`src/rtl/muldiv_unit.sv`:
```
// muldiv_unit: iterative RV32 M-extension unit (MUL/MULH/MULHSU/MULHU/DIV/DIVU/REM/REMU).
// Radix-2 shift-add multiply and restoring shift-subtract divide, one bit per cycle.
// Optional macro MULDIV_EARLY_OUT_EN: special cases (div by zero, signed overflow,
// multiply by zero) skip the iteration phase and complete 2 cycles after start.
// Ports:
//   clk, rst_n      clock, asynchronous active-low reset
//   start, flush    request (sampled when idle) / synchronous abort
//   funct3          operation select
//   a, b            rs1 / rs2 operands, sampled with start
//   busy, done      operation in flight / one-cycle completion pulse
//   result          last completed result, valid with done and held afterwards
module muldiv_unit #(
  parameter int unsigned XLEN = 32
) (
  input  logic            clk,
  input  logic            rst_n,
  input  logic            start,
  input  logic            flush,
  input  logic [2:0]      funct3,
  input  logic [XLEN-1:0] a,
  input  logic [XLEN-1:0] b,
  output logic            busy,
  output logic            done,
  output logic [XLEN-1:0] result
);

  localparam int unsigned W  = XLEN;
  localparam int unsigned W2 = 2 * XLEN;
  localparam int unsigned CW = 6;
`ifdef MULDIV_EARLY_OUT_EN
  localparam bit EARLY_OUT = 1'b1;
`else
  localparam bit EARLY_OUT = 1'b0;
`endif

  typedef enum logic [1:0] {S_IDLE, S_CALC, S_FIX, S_DONE} state_t;

  state_t          state_q, state_d;
  logic [2:0]      f3_q, f3_d;
  logic [W-1:0]    op_a_q, op_a_d;     // multiplier / dividend-then-quotient
  logic [W-1:0]    op_b_q, op_b_d;     // multiplicand / divisor
  logic [W2-1:0]   acc_q, acc_d;       // product, or {remainder, -}
  logic [CW-1:0]   cnt_q, cnt_d;
  logic            neg_q, neg_d;       // effective operand signs differ
  logic            sgn_a_q, sgn_a_d;   // effective dividend sign
  logic            fix_ph_q, fix_ph_d; // FIX: 0 = sign correction, 1 = result write
  logic            spec_q, spec_d;
  logic [W-1:0]    spec_val_q, spec_val_d;
  logic            busy_q, busy_d;
  logic            done_q, done_d;
  logic [W-1:0]    result_q, result_d;

  // Start-time operand decode
  logic         a_signed, b_signed, sign_a, sign_b;
  logic [W-1:0] abs_a, abs_b;
  logic         div_zero, div_ovf, mul_zero, special;
  logic [W-1:0] special_val;

  always_comb begin
    a_signed = (funct3 == 3'b001) || (funct3 == 3'b010) ||
               (funct3 == 3'b100) || (funct3 == 3'b110);
    b_signed = (funct3 == 3'b001) || (funct3 == 3'b100) || (funct3 == 3'b110);
    sign_a   = a_signed & a[W-1];
    sign_b   = b_signed & b[W-1];
    abs_a    = sign_a ? W'(~a + W'(1)) : a;
    abs_b    = sign_b ? W'(~b + W'(1)) : b;
    div_zero = funct3[2] && (b == '0);
    div_ovf  = funct3[2] && !funct3[0] && (a == {1'b1, {(W-1){1'b0}}}) && (b == '1);
    mul_zero = !funct3[2] && ((a == '0) || (b == '0));
    special  = div_zero || div_ovf || mul_zero;
    if (div_zero)     special_val = funct3[1] ? a : '1;
    else if (div_ovf) special_val = funct3[1] ? '0 : a;
    else              special_val = '0;
  end

  // Datapath step terms
  logic [W:0]   mul_sum;
  logic [W:0]   rem_sh;
  logic [W+1:0] rem_diff;
  logic [W-1:0] quot_fix, rem_fix;

  always_comb begin
    mul_sum  = {1'b0, acc_q[W2-1:W]} + (op_a_q[0] ? {1'b0, op_b_q} : (W+1)'(0));
    rem_sh   = {acc_q[W2-1:W], op_a_q[W-1]};
    // Extra top bit keeps the borrow when the shifted remainder exceeds 32 bits
    rem_diff = {1'b0, rem_sh} - {2'b00, op_b_q};
    quot_fix = neg_q   ? W'(~op_a_q + W'(1)) : op_a_q;
    rem_fix  = sgn_a_q ? W'(~acc_q[W2-1:W] + W'(1)) : acc_q[W2-1:W];
  end

  // Next-state and register update logic
  always_comb begin
    state_d    = state_q;
    f3_d       = f3_q;
    op_a_d     = op_a_q;
    op_b_d     = op_b_q;
    acc_d      = acc_q;
    cnt_d      = cnt_q;
    neg_d      = neg_q;
    sgn_a_d    = sgn_a_q;
    fix_ph_d   = fix_ph_q;
    spec_d     = spec_q;
    spec_val_d = spec_val_q;
    result_d   = result_q;

    case (state_q)
      S_IDLE: begin
        if (start && !flush) begin
          f3_d       = funct3;
          op_a_d     = abs_a;
          op_b_d     = abs_b;
          neg_d      = sign_a ^ sign_b;
          sgn_a_d    = sign_a;
          acc_d      = '0;
          spec_d     = special;
          spec_val_d = special_val;
          fix_ph_d   = 1'b0;
          if (EARLY_OUT && special) begin
            state_d = S_FIX;
            cnt_d   = '0;
          end else begin
            state_d = S_CALC;
            cnt_d   = CW'(32);
          end
        end
      end
      S_CALC: begin
        if (!f3_q[2]) begin
          acc_d  = {mul_sum, acc_q[W-1:1]};
          op_a_d = op_a_q >> 1;
        end else begin
          acc_d[W2-1:W] = rem_diff[W+1] ? rem_sh[W-1:0] : rem_diff[W-1:0];
          op_a_d        = {op_a_q[W-2:0], ~rem_diff[W+1]};
        end
        cnt_d = cnt_q - CW'(1);
        if (cnt_q == CW'(1)) begin
          state_d  = S_FIX;
          fix_ph_d = 1'b0;
        end
      end
      S_FIX: begin
        if (!fix_ph_q) begin
          if (f3_q[2]) acc_d = {rem_fix, quot_fix};
          else if (neg_q) acc_d = W2'(~acc_q + W2'(1));
          fix_ph_d = 1'b1;
        end else begin
          if (spec_q)                    result_d = spec_val_q;
          else if (!f3_q[2])             result_d = (f3_q[1:0] == 2'b00) ? acc_q[W-1:0] : acc_q[W2-1:W];
          else                           result_d = f3_q[1] ? acc_q[W2-1:W] : acc_q[W-1:0];
          state_d = S_DONE;
        end
      end
      S_DONE:  state_d = S_IDLE;
      default: state_d = S_IDLE;
    endcase

    // Abort wins over everything, including a simultaneous start
    if (flush) begin
      state_d  = S_IDLE;
      result_d = result_q;
    end

    busy_d = (state_d != S_IDLE);
    done_d = (state_d == S_DONE);
  end

  always_ff @(posedge clk or negedge rst_n) begin
    if (!rst_n) begin
      state_q    <= S_IDLE;
      f3_q       <= '0;
      op_a_q     <= '0;
      op_b_q     <= '0;
      acc_q      <= '0;
      cnt_q      <= '0;
      neg_q      <= 1'b0;
      sgn_a_q    <= 1'b0;
      fix_ph_q   <= 1'b0;
      spec_q     <= 1'b0;
      spec_val_q <= '0;
      busy_q     <= 1'b0;
      done_q     <= 1'b0;
      result_q   <= '0;
    end else begin
      state_q    <= state_d;
      f3_q       <= f3_d;
      op_a_q     <= op_a_d;
      op_b_q     <= op_b_d;
      acc_q      <= acc_d;
      cnt_q      <= cnt_d;
      neg_q      <= neg_d;
      sgn_a_q    <= sgn_a_d;
      fix_ph_q   <= fix_ph_d;
      spec_q     <= spec_d;
      spec_val_q <= spec_val_d;
      busy_q     <= busy_d;
      done_q     <= done_d;
      result_q   <= result_d;
    end
  end

  assign busy   = busy_q;
  assign done   = done_q;
  assign result = result_q;

endmodule

```
`config.mk`:
```
export PLATFORM = sky130hd
export DESIGN_NAME = muldiv_unit
export DESIGN_NICKNAME = d
export VERILOG_FILES = /design/src/rtl/muldiv_unit.sv
export SDC_FILE = /design/constraint.sdc
export NUM_CORES = 1
export LEC_CHECK = 0
export ABC_AREA = 0
export CAP_MARGIN = 0
export CORE_ASPECT_RATIO = 0.6
export CORE_MARGIN = 5
export CORE_UTILIZATION = 30
export DETAILED_ROUTE_END_ITERATION = 10
export PLACE_DENSITY = 0.48
export SLEW_MARGIN = 20
export SYNTH_ARGS = -nofsm -noshare
export SYNTH_HDL_FRONTEND = slang
export SYNTH_SLANG_ARGS = --single-unit
```
`constraint.sdc`:
```
create_clock -name clk -period 4.05 [get_ports clk]
set_input_delay 1.0125 -clock clk [delete_from_list [all_inputs] [get_ports clk]]
set_output_delay 1.0125 -clock clk [all_outputs]
set_load 0.005 [all_outputs]
```
---- Yosys cells after proc, flatten, opt, wreduce, memory -nomap -nowiden ----
Index checks and enable logic that the tools add are counted.
cells by class
  multiplexer cells ....................... 34
  $add $sub $neg .......................... 8
  equality and inequality tests ........... 17
  bitwise gates (word level) .............. 10
  reduce and logical (&&, ||, !) cells .... 30
operators with widths
  cell                     number
  $mux W32                 18
  $mux W64                 4
  $pmux W64 S3             1
  $add A32 B1 Y32 const B  4
  $not A32 Y32             4
  $add A64 B1 Y64 const B  1
  $eq A32 B32 Y1 const B   2
  $logic_not A32 Y1        2
  $not A64 Y64             1
  $pmux W32 S2             1
  $sub A33 B32 Y34         1
  $add A32 B32 Y33         1
  $pmux W6 S2              1
  $reduce_and A5 Y1        2
  $logic_or A1 B1 Y1       8
  $mux W2                  4
  $ne A2 B2 Y1 const B     4
  $pmux W2 S4              1
  $eq A2 B2 Y1 const B     3
  $eq A3 B3 Y1 const B     2
  $eq A6 B1 Y1 const B     1
  $logic_and A1 B1 Y1      6
  $mux W6                  1
  $ne A3 B3 Y1 const B     2
  15 further kinds         24
word-level totals
  logic and storage cells ................. 114
  flip-flop bits (word level) ............. 209
  input bits .............................. 71
  output and inout port bits .............. 34

---- Logic depth before layout (Yosys ltp) ----
  word-level depth ........................ 8
  depth in mapped cells ................... 14
  depth with buffers taken out ............ 13

---- Worst setup path before layout ----
OpenSTA, ideal clock, no wires.
  path type ............................... input to register
  start point ............................. input port b[0]
  end point ............................... register spec_val_q[0]
  cell stages on the path ................. 12
  library setup time ...................... 83 ps
  path slack .............................. 467 ps
  arrival ................................. 3501 ps
  path buffers ............................ 1
  cells stage by stage .................... inv_1 -> ha_1 -> or3b_2 -> nor4_1 -> nand2_1 -> or4_1 -> nor3_1 -> nand2_1 -> nor2_1 -> clkbuf_1 -> nor2_1 -> o21ai_0
on the way
  longest elaborated chain between the ends .. 4
ends and longest elaborated chain
  what                  RTL line  source
  from (decl)           21        input logic [XLEN-1:0] b,
  $eq A32 B32 Y1        68        div_ovf = funct3[2] && !funct3[0] && (a == {1'b1, {(W-1){1'b0}}}) && (b == '1);
  $logic_and A1 B1 Y1   68
  $mux W32              72        else if (div_ovf) special_val = funct3[1] ? '0 : a;
  $mux W32 (*)          71        if (div_zero) special_val = funct3[1] ? a : '1;
  to (signal assigned)  194       spec_val_q <= spec_val_d;
  to (decl)             48        logic [W-1:0] spec_val_q, spec_val_d;
Every way passes the cells marked *; elsewhere a longest branch is shown, timed or not.
A chain may end at the register's enable or synchronous reset.

---- Worst setup path after layout ----
  start point ............................. register op_b_q[3]
  end point ............................... register acc_q[32]
on the way
  longest elaborated chain between the ends .. 4
ends and longest elaborated chain
  what                    RTL line  source
  from (decl)             41        logic [W-1:0] op_b_q, op_b_d;
  from (signal assigned)  187       op_b_q <= op_b_d;
  $sub A33 B32 Y34        86        rem_diff = {1'b0, rem_sh} - {2'b00, op_b_q};
  $mux W32                132       acc_d[W2-1:W] = rem_diff[W+1] ? rem_sh[W-1:0] : rem_diff[W-1:0];
  $mux W32                128       if (!f3_q[2]) begin
  $pmux W64 S3            106       case (state_q)
  to (signal assigned)    173       acc_q <= '0;
  to (signal assigned)    188       acc_q <= acc_d;
  to (decl)               42        logic [W2-1:0] acc_q, acc_d;
No other way between the ends.

==> summary.md <==
| Metric | Value |
|---|---|
| Routed vias/inst | about 5.6 |
| Asr flop ratio synth | 1.00 |
| Skew final | about 0.037 ns |
| Crit-path max FO | 42 |
| Die width | 319 um |
| Fin crit share | 0.942 |
| Internal power | 5.04 mW |
| Row count | 67 |
| Crit Path Class | reg2reg |
| HP Class | in2async |
| Initial DRC count | 1902 |
| Setup Viol. Count Final | 0 |
| RSZ-0062 raised after global routing | false |
| Fmax | 262 MHz |
| HPWL after DPL | 53300 um |
| Overall power | 8.58 mW |
| Top post-synthesis cells by count | nand2_1 (302), o21ai_0 (297), nor2_1 (228), dfrtp_1 (209), a21oi_1 (162) |
| Fillcell total | 5873 |
| Sequential area share after synthesis | 0.305 |
| Clock buffer count from CTS | 24 |
| Final Cell Area | ~21000 um2 |
| CTS max path bufs | 3 |
| Pre-Repair DR Iteration Count | 8 |
| Final ANT Viol Nets | 0 |
| H-Tree Depth | 1 |
| Setup crit start kind | flip-flop |
| Reg-to-reg startpoint | op_b_q[3] |
| TritonCTS clock tree | built |
| Skew-Pair Late Insertion Delay | 0.56 ns |
| Final GP Congestion | 0.961 |
| Crit path DAT | 4.21 ns |
| Synth Cell Area | between 15000 and 20000 um2 |
| Fin Setup TNS | 0 ns |
| NumNets Final | 2537 |
| Worst Hold Slack | 0.458 ns |
| CTS Sinks | 209 |
| Setup crit end kind | flip-flop |
| I/O Buffers | 104 |
| Max rail drop VDD | roughly 0.35 mV |
| Syn_area_per_cell | a little under 8 um2 |
| Root Driver | clkbuf_16 |
| DIE HEIGHT | 195 um |
| Top Ports | 105 |
| Mapped Nets | 2384 |
| Synth top area share | 0.305 |
| # diodes | 0 |
| Power Dens Cells | 412 nW/um2 |
| Leakage | 9.14 nW |
| Worst-margin pin slew | 0.906 ns |
| Area contributors post-synth | dfrtp_1 (30%), o21ai_0 (8.7%), nand2_1 (6.6%) |
| Yosys cell types | 79 |
| Vias | 17600 |
| Post-Route WL | a little under 70000 um |
| Internal reg-to-reg setup slack | 0.23 ns |
| Residual DRC count | 0 |
| Synth Flop Type | dfrtp_1 |
| R2R cell count | 13 |
| Clock Power Share | 0.281 |
| Worst endpoint required time | between 4 and 5 ns |
| Total Routing Usage GR | 0.214 |
| Mapped Cells | 2233 |
| Die area | between 60000 and 70000 um2 |
| Maxcap violations | 0 |
| Post-synth EDFFs | 0 |
| Area Overhead vs Synth | 21.3% |
| Switching share of total power | 0.412 |
| Slew margin rel. | 0.396 |
| Wire per inst | 21.8 um |
| Seq pwr share | 0.310 |
| Clock-pin slew on the worst setup and hold paths | 0.07 ns |
| Largest net degree at the start of global routing | 109 |
| Cts-stage hold buffer count | 0 |
| Slew Limit Fails | 0 |
| Yosys top cell by area | dfrtp_1 |
| Area after DPL | 20000 um2 |
| Most common cell in the netlist | nand2_1 |
| Final hold viol count | 0 |
| Core area | around 56000 um2 |
| Share of cells above drive strength 1 | 0.0982 |
| Reg2reg end | acc_q[32] |
| First-pass GRT wire length | around 100000 um |
| Initial core utilization | 0.305 |
| Vias in the first global route | 16600 |
| YS warnings | 0 |
| Switching pwr | 3.54 mW |
| Grt ovf | 0 |
| Non-Filler Instances | 3163 |
| Initial antenna violation count | 1 |
| DP Cell Count | 3118 |
| Min Tclk post-route | 3.82 ns |
| Combinational fraction of design power | 0.408 |
| Outcome | completed |
| Seq cells post-synth | between 200 and 250 |
## final cells by class
type / instances / area, um2 / share of cell area
Clock buffer: 31 / 647 / 0.0311
Clock inverter: 13 / 191 / 0.00919
Inverter: 68 / 255 / 0.0123
Multi-Input combinational cell: 1820 / 11200 / 0.539
Sequential cell: 209 / 5240 / 0.251
Tap cell: 759 / 950 / 0.0456
Timing Repair Buffer: 263 / 2330 / 0.112
## flip-flops by register name (all words and copies together) (netlist names), 2 cells and up
signal      cells
result         32
spec_val_q     32
state_q         2
f3_q            3
op_b_q         32
cnt_q           6
acc_q          64
op_a_q         32
## cell usage in the layout (no fill, tap or decap), types with 15 or more instances in the layout
cell / Yosys / routed
nand2_1: 302 / 302
o21ai_0: 297 / 296
nor2_1: 228 / 227
dfrtp_1: 209 / 207
a21oi_1: 162 / 161
buf_4: 0 / 152
xnor2_1: 106 / 106
clkdlybuf4s50_1: 0 / 103
ha_1: 78 / 76
mux2i_1: 72 / 72
inv_1: 67 / 67
xor2_1: 63 / 63
nor3_1: 51 / 50
a21o_1: 38 / 38
nand3_1: 33 / 33
or4_1: 28 / 28
nor4_1: 27 / 27
o31ai_1: 26 / 26
o211ai_1: 24 / 24
clkbuf_16: 0 / 24
nand2b_1: 20 / 20
a211oi_1: 20 / 19
nand4_1: 16 / 16
a222oi_1: 15 / 15
and3_1: 15 / 15
## per-layer routing
| metal | vias to the layer above | wire length (um) | track usage | part of all wire |
|---|---|---|---|---|
| met5 | - | 0 | 0 | 0 |
| met4 | 0 | 863 | 0.0253 | 0.013 |
| met3 | 60 | 7090 | 0.0743 | 0.10 |
| met2 | 683 | 24300 | 0.264 | 0.35 |
| met1 | 8510 | 36500 | 0.351 | 0.53 |
| li1 | 8349 | - | - | - |
## per-stage QoR
step	setup slack, ns	utilization
after floorplan	0.467	-
after global placement	-0.000395	0.355
after detailed placement	-0.127	0.355
after CTS	0.168	0.370
after global routing	0.0118	0.370
final	0.233	0.370
## repair_timing
action / CTS / global route
buffers inserted: 0 / 1
endpoints found under the hold margin: 0 / 0
resized for setup: 0 / 6
endpoints found under the setup margin: 0 / 9
## critical path: stages (launching register included)
cell and delay (ns):
dfrtp_1 0.37, inv_1 0.34, ha_1 0.37, a21o_1 0.19, a21oi_1 0.24, a211oi_1 0.16, o211ai_1 0.21, buf_4 0.19
a21oi_1 0.10, nor3_2 0.27, buf_12 0.28, nor2_1 0.07, a211oi_1 0.63, o22ai_1 0.19
## how the worst max path moves through the flow
stage / startpoint / end / slack [ns] / cells past startpoint
after global placement: b[0] / spec_val_q[20] / -0.0004 / 14
after global routing: acc_q[28] / acc_q[41] / 0.01 / 8
after detailed placement: b[0] / spec_val_q[14] / -0.13 / 14
after floorplan: b[0] / spec_val_q[0] / 0.47 / 12
after CTS: op_b_q[1] / acc_q[32] / 0.17 / 12
final: op_b_q[3] / acc_q[32] / 0.23 / 13
## power groups by stage
stage | combinational [mW] | sequential [mW] | clock (mW)
after global placement | 3.39 | 2.69 | 0
after global routing | 3.82 | 2.70 | 2.56
final | 3.50 | 2.66 | 2.41
after CTS | 3.42 | 2.66 | 2.47
after detailed placement | 3.40 | 2.70 | 0
after floorplan | 2.23 | 2.54 | 0
## kinds of logic (layout without fill, tap and decap cells)
logic type               count (synthesis)  after routing  synth area share
XOR/XNOR                               169            169            0.0862
buffers and inverters                  204            375            0.0451
flip-flops                             209            209             0.305
multiplexers                            77             77            0.0453
adder cells (fa/ha/maj)                 80             80            0.0592
AND/OR/NAND/NOR                        792            792             0.212
AO/OA/AOI/OAI                          702            702             0.247
No activity file was read; power rests on OpenSTA's default activity.
